[src/rtl/flop_r.sv]
// ============================================================================
// Module   : flop_r
// Brief    : N-bit D register with synchronous, active-high reset to zero.
// Revision : 1.0 - initial release
// ============================================================================
`default_nettype none

module flop_r #(
  parameter int N = 64
) (
  input  logic         clk,
  input  logic         reset,
  input  logic [N-1:0] d,
  output logic [N-1:0] q
);

  logic [N-1:0] data_d;
  logic [N-1:0] data_q;

  // Reset takes priority over d at the same edge.
  always_comb begin
    data_d = d;
    if (reset) begin
      data_d = '0;
    end
  end

  always_ff @(posedge clk) begin
    data_q <= data_d;
  end

  assign q = data_q;

endmodule

`default_nettype wire

[config.mk]
export PLATFORM = sky130hd
export DESIGN_NAME = flop_r
export DESIGN_NICKNAME = d
export VERILOG_FILES = /design/src/rtl/flop_r.sv
export SDC_FILE = /design/constraint.sdc
export NUM_CORES = 1
export LEC_CHECK = 0
export BUFFER_PORTS_ARGS = -buffer_cell sky130_fd_sc_hd__buf_2
export CAP_MARGIN = 25
export CELL_PAD_IN_SITES_DETAIL_PLACEMENT = 2
export CELL_PAD_IN_SITES_GLOBAL_PLACEMENT = 2
export CORE_ASPECT_RATIO = 0.9
export CORE_MARGIN = 2
export CORE_UTILIZATION = 21
export DETAILED_ROUTE_END_ITERATION = 16
export GPL_TIMING_DRIVEN = 0
export PLACE_DENSITY = 0.85
export SYNTH_ARGS = -nofsm -noshare
export SYNTH_HDL_FRONTEND = slang
export SYNTH_SLANG_ARGS = --single-unit
[constraint.sdc]
create_clock -name clk -period 0.8 [get_ports clk]
set_clock_uncertainty 0.2 [all_clocks]
set_input_delay 0.16 -clock clk [delete_from_list [all_inputs] [get_ports clk]]
set_output_delay 0.16 -clock clk [all_outputs]
set_load 0.05 [all_outputs]
; ---- Yosys cells after proc, flatten, opt, wreduce, memory -nomap -nowiden
; Index checks and enable logic that the tools add are counted.
[totals]
register_bits = 64
input_bits = 66
word_cells = 1
out_inout_bits = 64

; ---- Longest topological paths before layout
; Gate-level depths: netlist (run 1).
[depth]
depth_word = 0
mapped_depth = 3

; ---- Worst setup path after synthesis (run 1)
; No wires, ideal clock.
[synth_timing]
kind = register to output
startpoint = register data_q[0], in the netlist q[0]
endpoint = output q[0]
path_buffers = 0
slack_ns = -0.147
path_stages_with_launch = 1
arrival_ns = 0.587
required_time_ns = 0.440
cell_sequence = dfxtp_1
[synth_rtl]
columns = element, line
row1 = start: declaration, 18  ; logic [N-1:0] data_q;
row2 = start signal: assignment, 29  ; data_q <= data_d;
row3 = end: declaration, 14  ; output logic [N-1:0] q
; No word-level cell between the ends.

; ---- Worst setup path in the final report (run 1)
[layout_timing]
startpoint = register data_q[2], in the netlist q[2]
endpoint = output q[2]
; No word-level cell between the ends.

==> results of run 1 <==
-- cells by family (layout without fill, tap and decap cells) --
group	count (synthesis)	in the layout	share of synthesized area, %
AND/OR/NAND/NOR	64	64	28.7
buffers and inverters	7	151	4.50
flip-flops	64	64	66.8
-- per-layer routing --
layer / up-vias / wire length (µm) / share of wire [%] / global-route usage [%]
met5: - / 0 / 0 / 0
met4: 0 / 54 / 0.91 / 3.33
met3: 5 / 381 / 6.4 / 4.76
met2: 59 / 3790 / 64 / 26.2
met1: 696 / 1710 / 29 / 10.6
li1: 683 / - / - / -
-- power breakdown --
group	switching, mW	internal, mW	leakage, nW
logic	0.843	0.718	0.966
registers	0.112	3.27	0.570
clock network	1.20	2.06	0.116
total	2.16	6.05	1.65
-- through the flow --
| step | setup TNS [ns] | power, mW | cells | utilization, % |
|---|---|---|---|---|
| 3_3_place_gp | -11.93 | 4.57 | 385 | 32.8 |
| 2_1_floorplan | -0.0144 | 4.26 | 135 | - |
| 5_1_grt | -26.31 | 8.58 | 401 | 42.5 |
| 4_1_cts | -25.69 | 8.36 | 401 | 42.5 |
| 3_5_place_dp | -12.44 | 4.61 | 385 | 32.8 |
| 6_report | -23.88 | 8.21 | 401 | 42.5 |
-- cells in the mapped netlist --
| cell type | number |
|---|---|
| sky130_fd_sc_hd__buf_6 | 5 |
| sky130_fd_sc_hd__nor2b_1 | 4 |
| sky130_fd_sc_hd__nor2b_2 | 60 |
| sky130_fd_sc_hd__buf_8 | 2 |
| sky130_fd_sc_hd__dfxtp_1 | 64 |
-- worst paths after layout --
kind | from | endpoint | cells after the start
hold / removal | d[29] | q[29]$_SDFF_PP0_ | 2
setup / recovery | q[2]$_SDFF_PP0_ | q[2] | 1
-- layout make-up --
class                      instances  share of cell area (%)
sequential                        64                    39.7
timing repair buffer             128                    33.5
multi-input combinational         64                    14.4
tap                              122                    3.99
clock buffer                      10                    3.34
clock inverter                     6                    2.81
buffer                             7                    2.26
-- what timing repair did --
action / in CTS / in global routing
hold endpoints to repair: 64 / 64
endpoints found under the setup margin: 64 / 64
resized for setup: 192 / 0
==> out/qor.csv, run 1 <==
metric,value,unit
rsz0062_at_grt,true,
syn_nets,201,
fillerInstances,934,
layout_common_cells,"66 x sky130_fd_sc_hd__buf_8, 64 x sky130_fd_sc_hd__buf_2, 63 x sky130_fd_sc_hd__dfxtp_4, 60 x sky130_fd_sc_hd__nor2b_2, 9 x sky130_fd_sc_hd__clkbuf_8",
max-cap-violations,0,
dieArea,9920,µm²
post_syn_area,1920,µm²
violations,"negative hold slack, negative setup slack",
run_status,"complete, but fails checks",
timing_worst_slew_pin_value,0.133,ns
min_delay_path_class,primary input to register,
detail_route.wl_per_cell,14.8,µm
data_required_time_of_the_worst_path,0.44,ns
clkTransAtPathRegs,0.07,ns
final_layout_size_suffix_gt1_share,98.2,%
area_growth,99.4,%
total_of_flip_flops_plus_latches_after_synthesis,64,
finalWeightedCongestion,0.613,
post-route-worst-setup-slack,-0.387,ns
post-route-min-period,1.19,ns
die_x,105,µm
initial_core_util,21.3,%
maximum_number_of_pins_on_one_net_before_global_route_repair,12,
number_of_levels_the_h_tree_was_split_into,3,
detailed_place_hpwl,4060,µm
syn_area_cell,14.2,µm²
leak_pwr,1.65,nW
cts.path.max_buffers,2,
critPathBufInv,1,
gr-usage-all-layers,12.4,%
cts.repair_timing.setup_buffer_count,0,
power_per_cell_area,2150,nW/µm²
setup.worst_path.class,register to output port,
timing_hold_violations_final,64,
place_area,2950,µm²
ys_top_cells_by_area,"sky130_fd_sc_hd__dfxtp_1 67%, sky130_fd_sc_hd__nor2b_2 27%, sky130_fd_sc_hd__buf_6 2.9%, sky130_fd_sc_hd__buf_8 1.6%, sky130_fd_sc_hd__nor2b_1 1.3%",
crit_path_max_incr_delay,0.36,ns
multi_input_area,551,µm²
first_pass_iters,3,
crit_path_max_fanout,1,
worstSetupStartpointType,register,
tritoncts,built,
overall_via_count_from_detail_route,1443,
cp_data_arrival_time,0.83,ns
drc_errors,0,
dpl_worst_slack,-0.141,ns
final_min_period_over_clock_period,148,%
hold_ws,-0.162,ns
power.ir.vdd_worst,0.965,mV
fmax,843,MHz
portBuffers,128,
drtAntennaViolNets,0,
critPathSlowestCell,sky130_fd_sc_hd__dfxtp_4,
layout.cells.most_common,sky130_fd_sc_hd__buf_8,
via_count_of_the_first_global_routing_pass,1655,
synth_top_area_share,66.8,%
crit_end_category,output port,
coreArea,9000,µm²
cts_root_buf,sky130_fd_sc_hd__clkbuf_8,
setup_viol,64,
final_cell_area,3820,µm²
chipHeight,94.7,µm
tritoncts.num_buffers,9,
clock-sinks,64,
overflow,0,
grt_first_pass_wirelength,9080,µm
yosys_warnings,0,
slew_headroom,91.1,%
ys_types,5,
boundaryPins,130,
worstPathCellList,buf_8,
std_cell_rows,33,
antenna_found_initial,0,
syn-instance-count,135,
seqCellArea,1520,µm²
num_antenna_cells,0,
largest_reg_flops,64,
share_of_synthesized_area_occupied_by_flip_flops_and_latches,66.8,%
synth_top_cell_by_area,sky130_fd_sc_hd__dfxtp_1,
fin_nets,340,
maxSlewViolCount,0,
cpLargestDelayFamily,flip-flops,
detail_route.wirelength,5930,µm
first_iter_violations,8,
drt-vias-per-instance,3.60,
No activity file was read; power rests on OpenSTA's default activity.
==> run 2: changes to the inputs <==
==> constraint.sdc (replaced) <==
create_clock -name clk -period 0.8 [get_ports clk]
set_clock_uncertainty 0.2 [all_clocks]
set_input_delay 0 -clock clk [delete_from_list [all_inputs] [get_ports clk]]
set_output_delay 0 -clock clk [all_outputs]
set_load 0.05 [all_outputs]
==> run 2 against run 1 <==
Against the previous run: the flow still finishes with violations (negative hold slack, negative setup slack); global-route usage rose by 3.9 points; fmax is 15% higher; sequential power grew 4%; total power shrank 2.4%; worst hold slack worse by 0.11 ns; sequential cell count did not move; wire length up 33%; worst setup slack gained 0.16 ns; first-iteration DRC count grew 100%.
==> out/qor.csv, run 2 (synthesized netlist as in run 1, its figures left out) <==
metric,value,unit,change
fillerInstances,911,,was 934
dieArea,9920,µm²,unchanged
boundaryPins,130,,unchanged
cp_data_arrival_time,0.83,ns,about the same
overall_via_count_from_detail_route,1708,,was 1443
final_min_period_over_clock_period,129,%,was 148%
area_growth,121,%,was 99.4%
slew_headroom,90.4,%,was 91.1%
finalWeightedCongestion,0.619,,was 0.613
fin_nets,404,,was 340
post-route-worst-setup-slack,-0.232,ns,was -0.387 ns
setup.worst_path.class,register to output port,,unchanged
rsz0062_at_grt,true,,unchanged
crit_end_category,output port,,unchanged
final_cell_area,4240,µm²,was 3820 µm²
via_count_of_the_first_global_routing_pass,2057,,was 1655
tritoncts,built,,unchanged
clkTransAtPathRegs,0.07,ns,about the same
cpLargestDelayFamily,flip-flops,,unchanged
number_of_levels_the_h_tree_was_split_into,3,,unchanged
post-route-min-period,1.03,ns,was 1.19 ns
post_layout_cell_count,464,,was 401
design_power,8.01,mW,was 8.21 mW
drc_errors,0,,unchanged
coreArea,9000,µm²,unchanged
final_layout_size_suffix_gt1_share,79.8,%,was 98.2%
crit_path_max_incr_delay,0.35,ns,was 0.36 ns
min_delay_path_class,primary input to register,,unchanged
crit_path_max_fanout,1,,unchanged
worstPathCellList,buf_8,,unchanged
gr-usage-all-layers,16.3,%,was 12.4%
cts_root_buf,sky130_fd_sc_hd__clkbuf_8,,unchanged
detailed_place_hpwl,4140,µm,was 4060 µm
portBuffers,128,,unchanged
largest_reg_flops,64,,unchanged
violations,"negative hold slack, negative setup slack",,unchanged
antenna_found_initial,0,,unchanged
maximum_number_of_pins_on_one_net_before_global_route_repair,11,,was 12
std_cell_rows,33,,unchanged
drt-vias-per-instance,3.68,,was 3.60
power_per_cell_area,1890,nW/µm²,was 2150 nW/µm²
initial_core_util,21.3,%,unchanged
critPathSlowestCell,sky130_fd_sc_hd__dfxtp_2,,was sky130_fd_sc_hd__dfxtp_4
detail_route.wl_per_cell,17.0,µm,was 14.8 µm
dp_cells,385,,unchanged
run_status,"complete, but fails checks",,unchanged
chipHeight,94.7,µm,unchanged
num_antenna_cells,0,,unchanged
detail_route.wirelength,7880,µm,was 5930 µm
data_required_time_of_the_worst_path,0.60,ns,was 0.44 ns
die_x,105,µm,unchanged
leak_pwr,1.92,nW,was 1.65 nW
maxSlewViolCount,0,,unchanged
clock-sinks,64,,unchanged
layout_common_cells,"64 x sky130_fd_sc_hd__buf_2, 64 x sky130_fd_sc_hd__dfxtp_2, 60 x sky130_fd_sc_hd__nor2b_2, 59 x sky130_fd_sc_hd__dlygate4sd3_1, 58 x sky130_fd_sc_hd__buf_8",,"was 66 x sky130_fd_sc_hd__buf_8, 64 x sky130_fd_sc_hd__buf_2, 63 x sky130_fd_sc_hd__dfxtp_4, 60 x sky130_fd_sc_hd__nor2b_2, 9 x sky130_fd_sc_hd__clkbuf_8"
dpl_worst_slack,0.0233,ns,was -0.141 ns
first_iter_violations,16,,was 8
setup_tns,-13.20,ns,was -23.88 ns
timing_worst_slew_pin_value,0.144,ns,was 0.133 ns
fmax,969,MHz,was 843 MHz
overflow,0,,unchanged
timing_hold_violations_final,64,,unchanged
worstSetupStartpointType,register,,unchanged
cts.path.max_buffers,2,,unchanged
drtAntennaViolNets,0,,unchanged
post_cts_hold_buffers,64,,
grt_first_pass_wirelength,11700,µm,was 9080 µm
place_area,2710,µm²,was 2950 µm²
first_pass_iters,3,,unchanged
hold_ws,-0.268,ns,was -0.162 ns
tritoncts.num_buffers,9,,unchanged
setup_viol,65,,was 64
critPathBufInv,1,,unchanged
max-cap-violations,0,,unchanged
power.ir.vdd_worst,0.840,mV,was 0.965 mV
==> run 2: cell types whose count changed in the layout (fill, tap and decap cells not counted) <==
cell,change
sky130_fd_sc_hd__clkbuf_8,+1
sky130_fd_sc_hd__buf_8,-8
sky130_fd_sc_hd__bufinv_16,-2
sky130_fd_sc_hd__clkinvlp_4,-1
sky130_fd_sc_hd__dlygate4sd3_1,+59
sky130_fd_sc_hd__dlymetal6s4s_1,+5
sky130_fd_sc_hd__dfxtp_2,+63
sky130_fd_sc_hd__dfxtp_4,-63
sky130_fd_sc_hd__clkinv_2,+1
sky130_fd_sc_hd__buf_6,+8
==> run 2: metrics by stage <==
step           hold slack, ns  utilization, %
2_1_floorplan         -0.0718               -
3_3_place_gp          0.00849            30.1
3_5_place_dp           0.0124            30.1
4_1_cts                -0.277            46.3
5_1_grt                -0.264            47.1
6_report               -0.268            47.1
==> run 2: path summary, 6_finish.rpt <==
| path | startpoint | endpoint | slack [ns] | cells after the start |
|---|---|---|---|---|
| hold / removal | reset | q[0]$_SDFF_PP0_ | -0.27 | 2 |
| setup / recovery | q[20]$_SDFF_PP0_ | q[20] | -0.23 | 1 |
==> run 2: per-layer routing <==
layer  up-vias  global-route usage, %  routed length, µm
li1        808                      -                  -
met1       821                   12.5               2180
met2        67                   37.5               5200
met3        12                   4.28                346
met4         0                   5.44                154
met5         -                      0                  0
==> run 2: report_power, final <==
| part | switching, mW | leakage [nW] | internal, mW |
|---|---|---|---|
| Sequential | 0.117 | 0.550 | 3.40 |
| Combinational | 0.920 | 1.27 | 0.910 |
| Clock | 1.18 | 0.0989 | 1.49 |
| Total | 2.21 | 1.92 | 5.80 |
==> run 2: final cells by class <==
class	count	area [µm²]	area share [%]
Multi-Input combinational cell	64	551	13.0
Buffer	7	86.3	2.04
Clock inverter	4	45.0	1.06
Timing Repair Buffer	192	1900	44.9
Clock buffer	11	141	3.33
Tap cell	122	153	3.60
Sequential cell	64	1360	32.1
==> run 2: what timing repair did <==
item | CTS | global route
setup buffers | 0 | 0
endpoints found under the setup margin | 64 | 69
endpoints found under the hold margin | 64 | 64
resized for setup | 232 | 21
==> run 3: changes to the inputs <==
--- a/config.mk
+++ b/config.mk
@@ -13,8 +13,8 @@
 export CORE_MARGIN = 2
 export CORE_UTILIZATION = 21
 export DETAILED_ROUTE_END_ITERATION = 16
-export GPL_TIMING_DRIVEN = 0
 export PLACE_DENSITY = 0.85
+export REMOVE_ABC_BUFFERS = 1
 export SYNTH_ARGS = -nofsm -noshare
 export SYNTH_HDL_FRONTEND = slang
 export SYNTH_SLANG_ARGS = --single-unit
==> run 3 against run 2 <==
Against the previous run: the flow still finishes with violations (negative hold slack, negative setup slack); combinational power about the same; clock-buffer cell count down 1; sequential cell count unchanged; core utilization down 0.25 points; highest routed layer unchanged; total power up 2.5%; largest power group unchanged; fmax down 0.49%; critical path type unchanged.
==> out/qor.csv, run 3 (synthesized netlist as in run 1, its figures left out) <==
metric,value,unit,change
timing_hold_violations_final,63,,was 64
final_min_period_over_clock_period,130,%,was 129%
cts.path.max_buffers,2,,unchanged
cts.repair_timing.setup_buffer_count,0,,unchanged
clock-sinks,64,,unchanged
fillerInstances,910,,was 911
crit_end_category,output port,,unchanged
gr-usage-all-layers,16.3,%,about the same
largest_reg_flops,64,,unchanged
boundaryPins,130,,unchanged
portBuffers,129,,was 128
coreArea,9000,µm²,unchanged
multi_input_area,551,µm²,unchanged
timing.critical_path.from,q[17]$_SDFF_PP0_,,was q[20]$_SDFF_PP0_
drc_errors,0,,unchanged
overall_via_count_from_detail_route,1707,,was 1708
chipHeight,94.7,µm,unchanged
timing_worst_slew_pin_value,0.158,ns,was 0.144 ns
worstSetupStartpointType,register,,unchanged
post-route-min-period,1.04,ns,was 1.03 ns
hold_ws,-0.250,ns,was -0.268 ns
antenna_found_initial,0,,unchanged
data_required_time_of_the_worst_path,0.60,ns,about the same
area_growth,120,%,was 121%
rsz0062_at_grt,true,,unchanged
crit_path_max_fanout,1,,unchanged
path_depth,1,,unchanged
overflow,0,,unchanged
worstPathCellList,buf_8,,unchanged
power_per_cell_area,1950,nW/µm²,was 1890 nW/µm²
max-cap-violations,0,,unchanged
initial_core_util,21.3,%,unchanged
detail_route.wirelength,8030,µm,was 7880 µm
clkTransAtPathRegs,0.08,ns,was 0.07 ns
layout_common_cells,"64 x sky130_fd_sc_hd__dfxtp_2, 62 x sky130_fd_sc_hd__dlygate4sd3_1, 61 x sky130_fd_sc_hd__buf_2, 60 x sky130_fd_sc_hd__nor2b_2, 54 x sky130_fd_sc_hd__buf_8",,"was 64 x sky130_fd_sc_hd__buf_2, 64 x sky130_fd_sc_hd__dfxtp_2, 60 x sky130_fd_sc_hd__nor2b_2, 59 x sky130_fd_sc_hd__dlygate4sd3_1, 58 x sky130_fd_sc_hd__buf_8"
slew_headroom,89.4,%,was 90.4%
finalWeightedCongestion,0.601,,was 0.619
dieArea,9920,µm²,unchanged
post-route-worst-setup-slack,-0.237,ns,was -0.232 ns
detail_route.wl_per_cell,17.5,µm,was 17.0 µm
crit_path_max_incr_delay,0.36,ns,was 0.35 ns
place_area,2700,µm²,was 2710 µm²
num_antenna_cells,0,,unchanged
violations,"negative hold slack, negative setup slack",,unchanged
detailed_place_hpwl,4100,µm,was 4140 µm
grt_first_pass_wirelength,11800,µm,was 11700 µm
layout.cells.most_common,sky130_fd_sc_hd__dfxtp_2,,
setup_tns,-13.75,ns,was -13.20 ns
cts_root_buf,sky130_fd_sc_hd__clkbuf_8,,unchanged
drtAntennaViolNets,0,,unchanged
power.ir.vdd_worst,0.855,mV,was 0.840 mV
final_layout_size_suffix_gt1_share,79.9,%,was 79.8%
first_pass_iters,3,,unchanged
seqCellArea,1360,µm²,unchanged
fin_nets,399,,was 404
number_of_levels_the_h_tree_was_split_into,3,,unchanged
cp_data_arrival_time,0.84,ns,was 0.83 ns
setup.worst_path.class,register to output port,,unchanged
min_delay_path_class,primary input to register,,unchanged
maxSlewViolCount,0,,unchanged
critPathBufInv,1,,unchanged
cpLargestDelayFamily,flip-flops,,unchanged
dpl_worst_slack,0.0309,ns,was 0.0233 ns
leak_pwr,1.87,nW,was 1.92 nW
drt-vias-per-instance,3.71,,was 3.68
critPathSlowestCell,sky130_fd_sc_hd__dfxtp_2,,unchanged
std_cell_rows,33,,unchanged
run_status,"complete, but fails checks",,unchanged
post_layout_cell_count,460,,was 464
tritoncts.num_buffers,9,,unchanged
tritoncts,built,,unchanged
final_cell_area,4220,µm²,was 4240 µm²
setup_viol,66,,was 65
first_iter_violations,12,,was 16
die_x,105,µm,unchanged
dp_cells,383,,was 385
maximum_number_of_pins_on_one_net_before_global_route_repair,24,,was 11
post_cts_hold_buffers,64,,unchanged
worst_setup_path_endpoint,q[17],,was q[20]
fmax,965,MHz,was 969 MHz
design_power,8.21,mW,was 8.01 mW
via_count_of_the_first_global_routing_pass,2025,,was 2057
==> run 3: what timing repair did <==
item	4_1_cts	5_1_grt
endpoints found under the hold margin	64	63
resized for setup	237	11
endpoints found under the setup margin	64	69
==> run 3: stage by stage <==
stage	hold slack, ns	util, %
CTS	-0.293	46.6
global route	-0.263	46.9
detailed placement	0.0122	30.0
floorplan	-0.134	-
global placement	0.00762	30.0
finish	-0.250	46.9
==> run 3: layer usage <==
metal | global-route usage [%] | up-vias | wire (µm)
li1 | - | 798 | -
met1 | 13.8 | 814 | 2480
met2 | 34.6 | 78 | 4800
met3 | 4.76 | 17 | 487
met4 | 7.44 | 0 | 265
met5 | 0 | - | 0
==> run 3: cell type report <==
class                      instances  area share [%]
tap                              122            3.62
clock inverter                     6            1.60
multi-input combinational         64            13.0
timing repair buffer             194            46.2
clock buffer                      10            3.26
sequential                        64            32.3
==> run 3: power breakdown <==
part,switching (mW),leakage [nW],internal [mW]
clock,1.35,0.0989,1.54
combinational,0.923,1.22,0.896
sequential,0.120,0.550,3.39
==> run 3: how the worst min path moves through the flow <==
| stage | slack (ns) | endpoint | startpoint | depth (start not counted) |
|---|---|---|---|---|
| CTS | -0.29 | q[0]$_SDFF_PP0_ | reset | 2 |
| global route | -0.26 | q[0]$_SDFF_PP0_ | reset | 2 |
| detailed placement | 0.01 | q[26]$_SDFF_PP0_ | d[26] | 2 |
| finish | -0.25 | q[0]$_SDFF_PP0_ | reset | 2 |
| floorplan | -0.13 | q[10]$_SDFF_PP0_ | reset | 1 |
| global placement | 0.008 | q[45]$_SDFF_PP0_ | d[45] | 2 |
